[config.mk]
export PLATFORM = sky130hd
export DESIGN_NAME = cdb_arbiter
export DESIGN_NICKNAME = d
export VERILOG_FILES = /design/src/rtl/cdb_arbiter.sv
export SDC_FILE = /design/constraint.sdc
export NUM_CORES = 1
export LEC_CHECK = 0
export ABC_AREA = 1
export CAP_MARGIN = 10
export CORE_MARGIN = 5
export CORE_UTILIZATION = 45
export DETAILED_ROUTE_END_ITERATION = 10
export HOLD_SLACK_MARGIN = 0.1
export PLACE_DENSITY = 0.69
export SETUP_SLACK_MARGIN = 0.02
export SYNTH_ARGS = -nofsm -noshare
export SYNTH_HDL_FRONTEND = slang
export SYNTH_HIERARCHICAL = 1
export SYNTH_SLANG_ARGS = --single-unit
[constraint.sdc]
create_clock -name clock -period 2.41 [get_ports clock]
set_input_delay 0.6025 -clock clock [delete_from_list [all_inputs] [get_ports clock]]
set_output_delay 0.6025 -clock clock [all_outputs]
set_load 0.1 [all_outputs]
[src/rtl/cdb_arbiter.sv]
// Common data bus arbiter: per-unit result FIFOs feeding a registered round-robin broadcast.
// One cycle from accept to broadcast; each unit is throttled only by its own FIFO occupancy.

module cdb_fifo #(
  parameter int WIDTH = 14,
  parameter int DEPTH = 2
) (
  input  logic             clock,
  input  logic             reset,
  input  logic             clear,
  input  logic             push,
  input  logic             pop,
  input  logic [WIDTH-1:0] wdata,
  output logic [WIDTH-1:0] head,
  output logic             ready,
  output logic [3:0]       count
);
  localparam int PW = $clog2(DEPTH);
  localparam logic [3:0] DEPTH_C = 4'(DEPTH);

  logic [WIDTH-1:0] mem [DEPTH];
  logic [PW-1:0]    rptr;
  logic [PW-1:0]    wptr;
  logic             push_ok;
  logic             pop_ok;

  assign ready   = (count < DEPTH_C);
  assign push_ok = push && ready;
  assign pop_ok  = pop && (count != 4'd0);
  assign head    = mem[rptr];

  always_ff @(posedge clock or negedge reset) begin
    if (!reset) begin
      rptr  <= '0;
      wptr  <= '0;
      count <= 4'd0;
    end else if (clear) begin
      rptr  <= '0;
      wptr  <= '0;
      count <= 4'd0;
    end else begin
      if (push_ok) wptr <= wptr + 1'b1;
      if (pop_ok)  rptr <= rptr + 1'b1;
      case ({push_ok, pop_ok})
        2'b10:   count <= count + 4'd1;
        2'b01:   count <= count - 4'd1;
        default: count <= count;
      endcase
    end
  end

  // Storage needs no reset: an entry is only read after it has been written.
  always_ff @(posedge clock) begin
    if (push_ok && !clear) mem[wptr] <= wdata;
  end
endmodule

module cdb_arbiter #(
  parameter int DEPTH  = 2,
  parameter int DATA_W = 10
) (
  input  logic              clock,
  input  logic              reset,
  input  logic              flush,
  input  logic              u0_valid,
  output logic              u0_ready,
  input  logic [1:0]        u0_dest,
  input  logic [1:0]        u0_rs_pos,
  input  logic [DATA_W-1:0] u0_data,
  input  logic              u1_valid,
  output logic              u1_ready,
  input  logic [1:0]        u1_dest,
  input  logic [1:0]        u1_rs_pos,
  input  logic [DATA_W-1:0] u1_data,
  output logic [15:0]       cdb,
  output logic              cdb_valid,
  output logic [3:0]        u0_count,
  output logic [3:0]        u1_count
);
  localparam int EW = DATA_W + 4;

  logic [EW-1:0] head0;
  logic [EW-1:0] head1;
  logic [EW-1:0] sel;
  logic          last_grant;
  logic          any;
  logic          grant_unit;
  logic          pop0;
  logic          pop1;
  logic [2:0]    wr_onehot;
  logic [15:0]   word;

  cdb_fifo #(.WIDTH(EW), .DEPTH(DEPTH)) u0_fifo (
    .clock(clock), .reset(reset), .clear(flush),
    .push(u0_valid), .pop(pop0),
    .wdata({u0_dest, u0_rs_pos, u0_data}),
    .head(head0), .ready(u0_ready), .count(u0_count)
  );

  cdb_fifo #(.WIDTH(EW), .DEPTH(DEPTH)) u1_fifo (
    .clock(clock), .reset(reset), .clear(flush),
    .push(u1_valid), .pop(pop1),
    .wdata({u1_dest, u1_rs_pos, u1_data}),
    .head(head1), .ready(u1_ready), .count(u1_count)
  );

  // Unit 1 wins when it is alone, or when both wait and unit 0 went last.
  always_comb begin
    any        = (u0_count != 4'd0) || (u1_count != 4'd0);
    grant_unit = (u1_count != 4'd0) && ((u0_count == 4'd0) || !last_grant);
    pop0       = any && !grant_unit;
    pop1       = any && grant_unit;
    sel        = grant_unit ? head1 : head0;
  end

  always_comb begin
    case (sel[EW-1:EW-2])
      2'd0:    wr_onehot = 3'b100;
      2'd1:    wr_onehot = 3'b010;
      2'd2:    wr_onehot = 3'b001;
      default: wr_onehot = 3'b000;
    endcase
    word = {wr_onehot, sel[EW-3:EW-4], grant_unit, sel[DATA_W-1:0]};
  end

  always_ff @(posedge clock or negedge reset) begin
    if (!reset) begin
      cdb        <= 16'h0000;
      cdb_valid  <= 1'b0;
      last_grant <= 1'b1;
    end else if (flush) begin
      cdb       <= 16'h0000;
      cdb_valid <= 1'b0;
    end else if (any) begin
      cdb        <= word;
      cdb_valid  <= 1'b1;
      last_grant <= grant_unit;
    end else begin
      cdb       <= 16'h0000;
      cdb_valid <= 1'b0;
    end
  end
endmodule

==> summary.md, run 1 <==
| Metric | Value |
|---|---|
| Synth area leaders | `edfxtp_1, dfrtp_1, nand2_1` |
| Final hold violation count | `0` |
| Clock buffer depth | `2` |
| Headroom to the max-slew limit | `0.666` |
| NetSw | `3.52 mW` |
| Critical path class | `flip-flop to flip-flop` |
| GR Overflow Total | `0` |
| Minimum clock period after layout | `2.26 ns` |
| Worst hold path class | `flip-flop to flip-flop` |
| Critical Path RT | `2.65 ns` |
| Clk_skew | `0.00924 ns` |
| Synth warn | `6` |
| Drt total wl | `7570 um` |
| Asr flop ratio synth | `0.349` |
| First-pass GRT wire length | `12,400 um` |
| Biggest area consumer among synthesized cells | `edfxtp_1` |
| Final Max Slew Viols | `0` |
| Die width | `102 um` |
| Clk pwr share | `0.144` |
| Total Power | `6.98 mW` |
| Reg2Reg Setup Slack | `0.15 ns` |
| Area fraction of the dominant cell type after synthesis | `0.446` |
| Most frequent CP cell | `nand2_1` |
| Critical Path AT | `2.50 ns` |
| Port Buf Inserts | `59` |
| Seq pwr share | `0.297` |
| Most frequent cell after synthesis | `nand2_1` |
| Full die area | `10,300 um2` |
| Row count | `33` |
| Gr usage total | `0.159` |
| Post-synth EDFFs | `56` |
| Ant diodes | `0` |
| Max Cap Violations | `0` |
| Worst vdd ir | `0.000867 V` |
| Synth top cells by count | `nand2_1, edfxtp_1, nor2_1, dfrtp_1, inv_1` |
| Final setup vio count | `0` |
| Initial antenna violation count | `0` |
| Post-synthesis sequential area ratio | `0.645` |
| Crit-path cells | `nor2_1 > nand2_2 > nand2_4 > nand2_8 > inv_8 > nor2_2 > nand3_2 > inv_1 > ha_4 > nand2_1 > nand3b_1 > nand2_1 > nand2_1 > nand3_1 > nand2_1` |
| Critical Path End Type | `flip-flop` |
| Final worst path period share | `0.938` |
| CTS clk-pin slew, worst paths | `0.08 ns` |
| Synth unique cells | `29` |
| Drt pass-1 iters | `5` |
| Routed len/inst | `14.0 um` |
| CP max stage delay | `0.51 ns` |
| Worst-Skew Late Latency | `0.35 ns` |
| CTS buffer count | `9` |
| Ports | `60` |
| Drt drc | `0` |
| P_int | `3.46 mW` |
| Layout cells sized above 1 | `0.270` |
| Fmax | `0.442 GHz` |
| GPL Wtd Cong | `0.856` |
| Fin cells | `539` |
| Syn_nets | `389` |
| Crit path max fanout | `17` |
| Startpoint Class | `flip-flop` |
| Slowest stage cell, crit path | `dfrtp_4` |
| Clk sinks | `86` |
| Switching Share | `0.504` |
| Post-synth top flop | `edfxtp_1` |
| Area of the core | `8180 um2` |
| Die Span Y | `102 um` |
| Post-Place Cells | `519` |
| Status | `completed` |
| Final nets | `466` |
| CTS tree | `yes` |
| Vias post-DR | `2,612` |
| Synth Register Bits | `86` |
| DP Wirelength | `5250 um` |
| Hold WS | `0.494 ns` |
| Starting Density | `0.462` |
| Synth Area per Inst | `10.7 um2` |
| Gate Count Post-Synth | `352` |
| Antenna viol nets, final | `0` |
| # fillers | `700` |
| Largest net degree at the start of global routing | `31` |
| Slew @ Worst Pin | `0.501 ns` |
| RSZ-0062 raised after global routing | `false` |
| Power Dens Cells | `1450 nW/um2` |
| Cell area after synthesis | `3770 um2` |
| Initial DRC count | `129` |
| Root Driver | `clkbuf_8` |
| Synth-to-Final Area Change | `27.6%` |
| Delay-heaviest family, CP | `simple AND/OR/NAND/NOR gates` |
| Via density | `4.85` |
| Leak | `2.10 nW` |
| H-Tree Depth | `3` |
| Combinational power share | `0.559` |
| Number of global-route vias before repair | `2,697` |
| WP buf/inv | `2` |
-- state kept, by name, indices dropped and copies added (netlist names) --
name	cells
cdb	16
cdb_valid	1
last_grant	1
u0_fifo/count	4
u0_fifo/mem	28
u0_fifo/rptr	1
u0_fifo/wptr	1
u1_fifo/count	4
u1_fifo/mem	28
u1_fifo/rptr	1
u1_fifo/wptr	1
-- worst paths after layout --
check | start | to | depth (start not counted)
max in group asynchronous | reset | last_grant | 2
min | u0_fifo/wptr | u0_fifo/wptr | 1
min reg2reg | u0_fifo/wptr | u0_fifo/wptr | 1
max reg2reg | u0_fifo/count[3] | u0_fifo/count[3] | 15
max | u0_fifo/count[3] | u0_fifo/count[3] | 15
min in group asynchronous | reset | u0_fifo/count[1] | 2
-- placed cells by master, fill, tap and decap left out, drive strengths merged, types with 4 or more instances in the layout --
cell type        n
nand2          128
edfxtp          56
nor2            49
buf             41
clkdlybuf4s50   32
dfrtp           29
inv             25
o21ai           22
nand3           15
clkbuf          10
a21oi            5
ha               4
nor3             4
-- layer usage --
layer	share of wire	wire [um]	global-route usage	up-vias
li1	-	-	-	1309
met1	0.43	3230	0.196	1209
met2	0.50	3820	0.271	81
met3	0.053	399	0.0331	13
met4	0.016	120	0.0675	0
met5	0	0	0	-
-- repair_timing --
action                     4_1_cts  5_1_grt
buffers inserted                 0        4
resized for setup                0        3
hold buffers                     0        0
setup endpoints to repair        0        2
-- worst register-to-register path, delay by kind of cell, from the launching register on --
kind / cells / cell delay [ns]
buf+inv: 2 / 0.20
simple gates: 12 / 1.17
fa+ha+maj: 1 / 0.28
flops: 1 / 0.51
-- metrics by stage --
stage | TNS, ns | area (um2) | utilization | setup slack, ns
3_5_place_dp | 0 | 4570 | 0.559 | 0.0611
4_1_cts | 0 | 4770 | 0.583 | 0.0913
2_1_floorplan | -0.0834 | 3810 | - | -0.0834
5_1_grt | 0 | 4810 | 0.589 | 0.0328
6_report | 0 | 4810 | 0.589 | 0.149
3_3_place_gp | 0 | 4570 | 0.559 | 0.191
-- layout make-up --
| cell class | instances | area (um2) | area share |
|---|---|---|---|
| inverters | 24 | 98.8 | 0.0205 |
| repair buffers | 73 | 716 | 0.149 |
| clock inverters | 6 | 68.8 | 0.0143 |
| multi-input cells | 235 | 1220 | 0.253 |
| flip-flops and latches | 86 | 2450 | 0.510 |
| well taps | 105 | 131 | 0.0273 |
| clock buffers | 10 | 128 | 0.0265 |
-- cells by family after synthesis --
logic type      count (synthesis)  synth area share
flops                          86             0.645
compound gates                 29            0.0501
buf+inv                        31            0.0414
xor+xnor                        1           0.00232
simple gates                  201             0.248
fa+ha+maj                       4            0.0133
-- power by group through the flow --
| stage | registers [mW] | logic [mW] | clock network [mW] |
|---|---|---|---|
| 2_1_floorplan | 3.22 | 1.87 | 0 |
| 3_3_place_gp | 2.11 | 3.75 | 0 |
| 3_5_place_dp | 2.12 | 3.82 | 0 |
| 4_1_cts | 2.09 | 3.84 | 1.03 |
| 5_1_grt | 2.11 | 4.22 | 1.09 |
| 6_report | 2.07 | 3.90 | 1.01 |
Power figures use the tool's default switching activity.
==> run 2: changes to the inputs <==
Settings changed: HOLD_SLACK_MARGIN 0.1 to 0.12.
==> results of run 2 <==
Same layout as run 1: the final DEF is identical, and so are final timing and power.
==> run 3: changes to the inputs <==
Clock period 2.41 ns to 2.6 ns, I/O delays scaled along.
==> run 3 against run 2 <==
Sequential share of layout area rose by 1.6 points. Global-route usage barely moved. Clock skew rose by 0.0030 ns. Sequential power fell by 5%. Register-to-register slack improved by 0.10 ns. Cell count fell by 1.5%. Highest routed layer unchanged.
==> summary.md, run 3 (synthesized netlist as in run 1, its figures left out) <==
| Metric | Value |
|---|---|
| Sum Neg Setup Slack | `0 ns (unchanged)` |
| Clock buffer depth | `2 (unchanged)` |
| Startpoint Class | `flip-flop` |
| Starting Density | `0.462 (unchanged)` |
| Slew @ Worst Pin | `0.535 ns (+0.0345 ns)` |
| GR Overflow Total | `0 (unchanged)` |
| Status | `completed` |
| CTS tree | `yes` |
| Gr usage total | `0.159 (-0.000160)` |
| Drt total wl | `7630 um (+0.77%)` |
| Synth-to-Final Area Change | `23.3%` |
| Worst hold path class | `flip-flop to flip-flop` |
| CP max stage delay | `0.48 ns (-0.03 ns)` |
| Layout cells sized above 1 | `0.249 (-0.0208)` |
| Drt drc | `0 (unchanged)` |
| Commonest cells after routing, fill and taps aside | `nand2_1, edfxtp_1, nor2_1, clkdlybuf4s50_1, buf_4` |
| Multi-input gate area | `1200 um2 (-1.4%)` |
| Final Max Slew Viols | `0 (unchanged)` |
| Ports | `60 (unchanged)` |
| Port Buf Inserts | `59 (unchanged)` |
| Number of global-route vias before repair | `2,651 (-1.7%)` |
| Critical Path End Type | `flip-flop` |
| Minimum clock period after layout | `2.35 ns (+0.0861 ns)` |
| CTS clk-pin slew, worst paths | `0.09 ns (about the same)` |
| Routed len/inst | `14.4 um (+2.3%)` |
| Top Registers | `u0_fifo/mem x28, u1_fifo/mem x28, cdb x16` |
| Final WS setup | `0.253 ns (+0.104 ns)` |
| Ant diodes | `0 (unchanged)` |
| Initial DRC count | `142 (+10%)` |
| Leak | `2.02 nW (-3.6%)` |
| Critical path class | `flip-flop to flip-flop` |
| Worst hold start | `u1_fifo/wptr` |
| Area of the core | `8180 um2 (unchanged)` |
| Crit path max fanout | `19 (+2)` |
| Fmax | `0.426 GHz (-3.7%)` |
| Full die area | `10,300 um2 (unchanged)` |
| R2r worst-path depth | `11 (-4)` |
| First-pass GRT wire length | `12,400 um (-0.44%)` |
| Final setup vio count | `0 (unchanged)` |
| Row count | `33 (unchanged)` |
| Post-cts gate resize count | `0 (unchanged)` |
| RSZ-0062 raised after global routing | `false` |
| Die Span Y | `102 um (unchanged)` |
| Reg-to-Reg Start | `u1_fifo/count[3]` |
| Antenna viol nets, final | `0 (unchanged)` |
| Post-CTS setup buffers | `0 (unchanged)` |
| # fillers | `732 (+4.6%)` |
| Worst-Skew Late Latency | `0.35 ns (about the same)` |
| Root Driver | `clkbuf_8` |
| Max Cap Violations | `0 (unchanged)` |
| Largest net degree at the start of global routing | `31 (unchanged)` |
| Hold Path Depth | `1 (unchanged)` |
| Die width | `102 um (unchanged)` |
| Drt pass-1 iters | `4 (-1)` |
| Via density | `4.93 (+1.7%)` |
| Vias post-DR | `2,616 (+0.15%)` |
| Dpl ws | `0.270 ns (+0.209 ns)` |
| DP Wirelength | `5340 um (+1.6%)` |
| Reg-to-Reg End | `u0_fifo/count[2]` |
| GPL Wtd Cong | `0.862 (+0.69%)` |
| Clk_skew | `0.0122 ns (+0.00300 ns)` |
| Critical Path RT | `2.83 ns (+0.18 ns)` |
| Commonest non-fill, non-tap cell in the layout | `nand2_1` |
| CTS buffer count | `9 (unchanged)` |
| Reg2Reg Setup Slack | `0.25 ns (+0.10 ns)` |
| Power Dens Cells | `1330 nW/um2 (-8.5%)` |
| Critical Path AT | `2.57 ns (+0.07 ns)` |
| Crit-path cells | `nor2_2 > nand2_4 > nand2_8 > inv_8 > nor2_1 > nand4_1 > nand2_1 > inv_1 > ha_1 > nor3_1 > o21ai_2` |
| Final hold violation count | `0 (unchanged)` |
| Clk sinks | `86 (unchanged)` |
| H-Tree Depth | `3 (unchanged)` |
| # hold bufs at CTS | `0 (unchanged)` |
| Worst vdd ir | `0.000831 V (-4.2%)` |
| Final worst path period share | `0.903 (-0.0354)` |
| Slowest stage cell, crit path | `dfrtp_2` |
| Initial antenna violation count | `0 (unchanged)` |
| Area occupied by registers | `2440 um2 (-0.41%)` |
| Hold EP | `u1_fifo/wptr` |
| Headroom to the max-slew limit | `0.643 (-0.0226)` |
| Final nets | `458 (-1.7%)` |
[run 3: cell type report]
type                       count  share of cell area
clock buffer                  10              0.0274
clock inverter                 6             0.00968
inverter                      24              0.0212
multi-input combinational    235               0.258
sequential                    86               0.525
tap                          105              0.0282
timing repair buffer          65               0.130
[run 3: power breakdown]
| part | leakage (nW) | internal (mW) | switching (mW) |
|---|---|---|---|
| Combinational | 1.06 | 0.855 | 2.50 |
| Clock | 0.0793 | 0.353 | 0.486 |
| Sequential | 0.883 | 1.74 | 0.231 |
[run 3: layer usage]
metal  vias up  part of all wire  track usage  routed length, um
li1       1294                 -            -                  -
met1      1224              0.42        0.199               3220
met2        84              0.50        0.274               3810
met3        14             0.062       0.0296                471
met4         0             0.017       0.0593                128
met5         -                 0            0                  0
[run 3: worst max path at each step]
stage | startpoint | to | slack [ns] | cells past startpoint
2_1_floorplan | u0_fifo/count[3] | u0_ready | 0.04 | 1
3_3_place_gp | flush | u0_fifo/mem[1][9] | 0.32 | 5
3_5_place_dp | u1_fifo/count[3] | u0_fifo/count[2] | 0.27 | 11
4_1_cts | u1_fifo/count[3] | u0_fifo/count[2] | 0.25 | 11
5_1_grt | u1_fifo/count[3] | u0_fifo/count[2] | 0.02 | 12
6_report | u1_fifo/count[3] | u0_fifo/count[2] | 0.25 | 11
[run 3: metrics by stage]
step	instance area (um2)	utilization	total power, mW	hold WS (ns)	std cells
global route	4650	0.569	6.55	0.539	531
floorplan	3800	-	4.70	0.354	352
finish	4650	0.569	6.17	0.494	531
detailed placement	4480	0.548	5.37	0.487	515
global placement	4480	0.548	5.31	0.474	515
CTS	4650	0.569	6.22	0.499	531
[run 3: worst max-delay path, delay by kind of cell, from the launching register on]
kind | cells | cell delay [ns]
DFF | 1 | 0.48
buffers and inverters | 2 | 0.14
adders and majority gates | 1 | 0.20
AOI/OAI and AO/OA | 1 | 0.10
and+or+nand+nor | 7 | 1.31
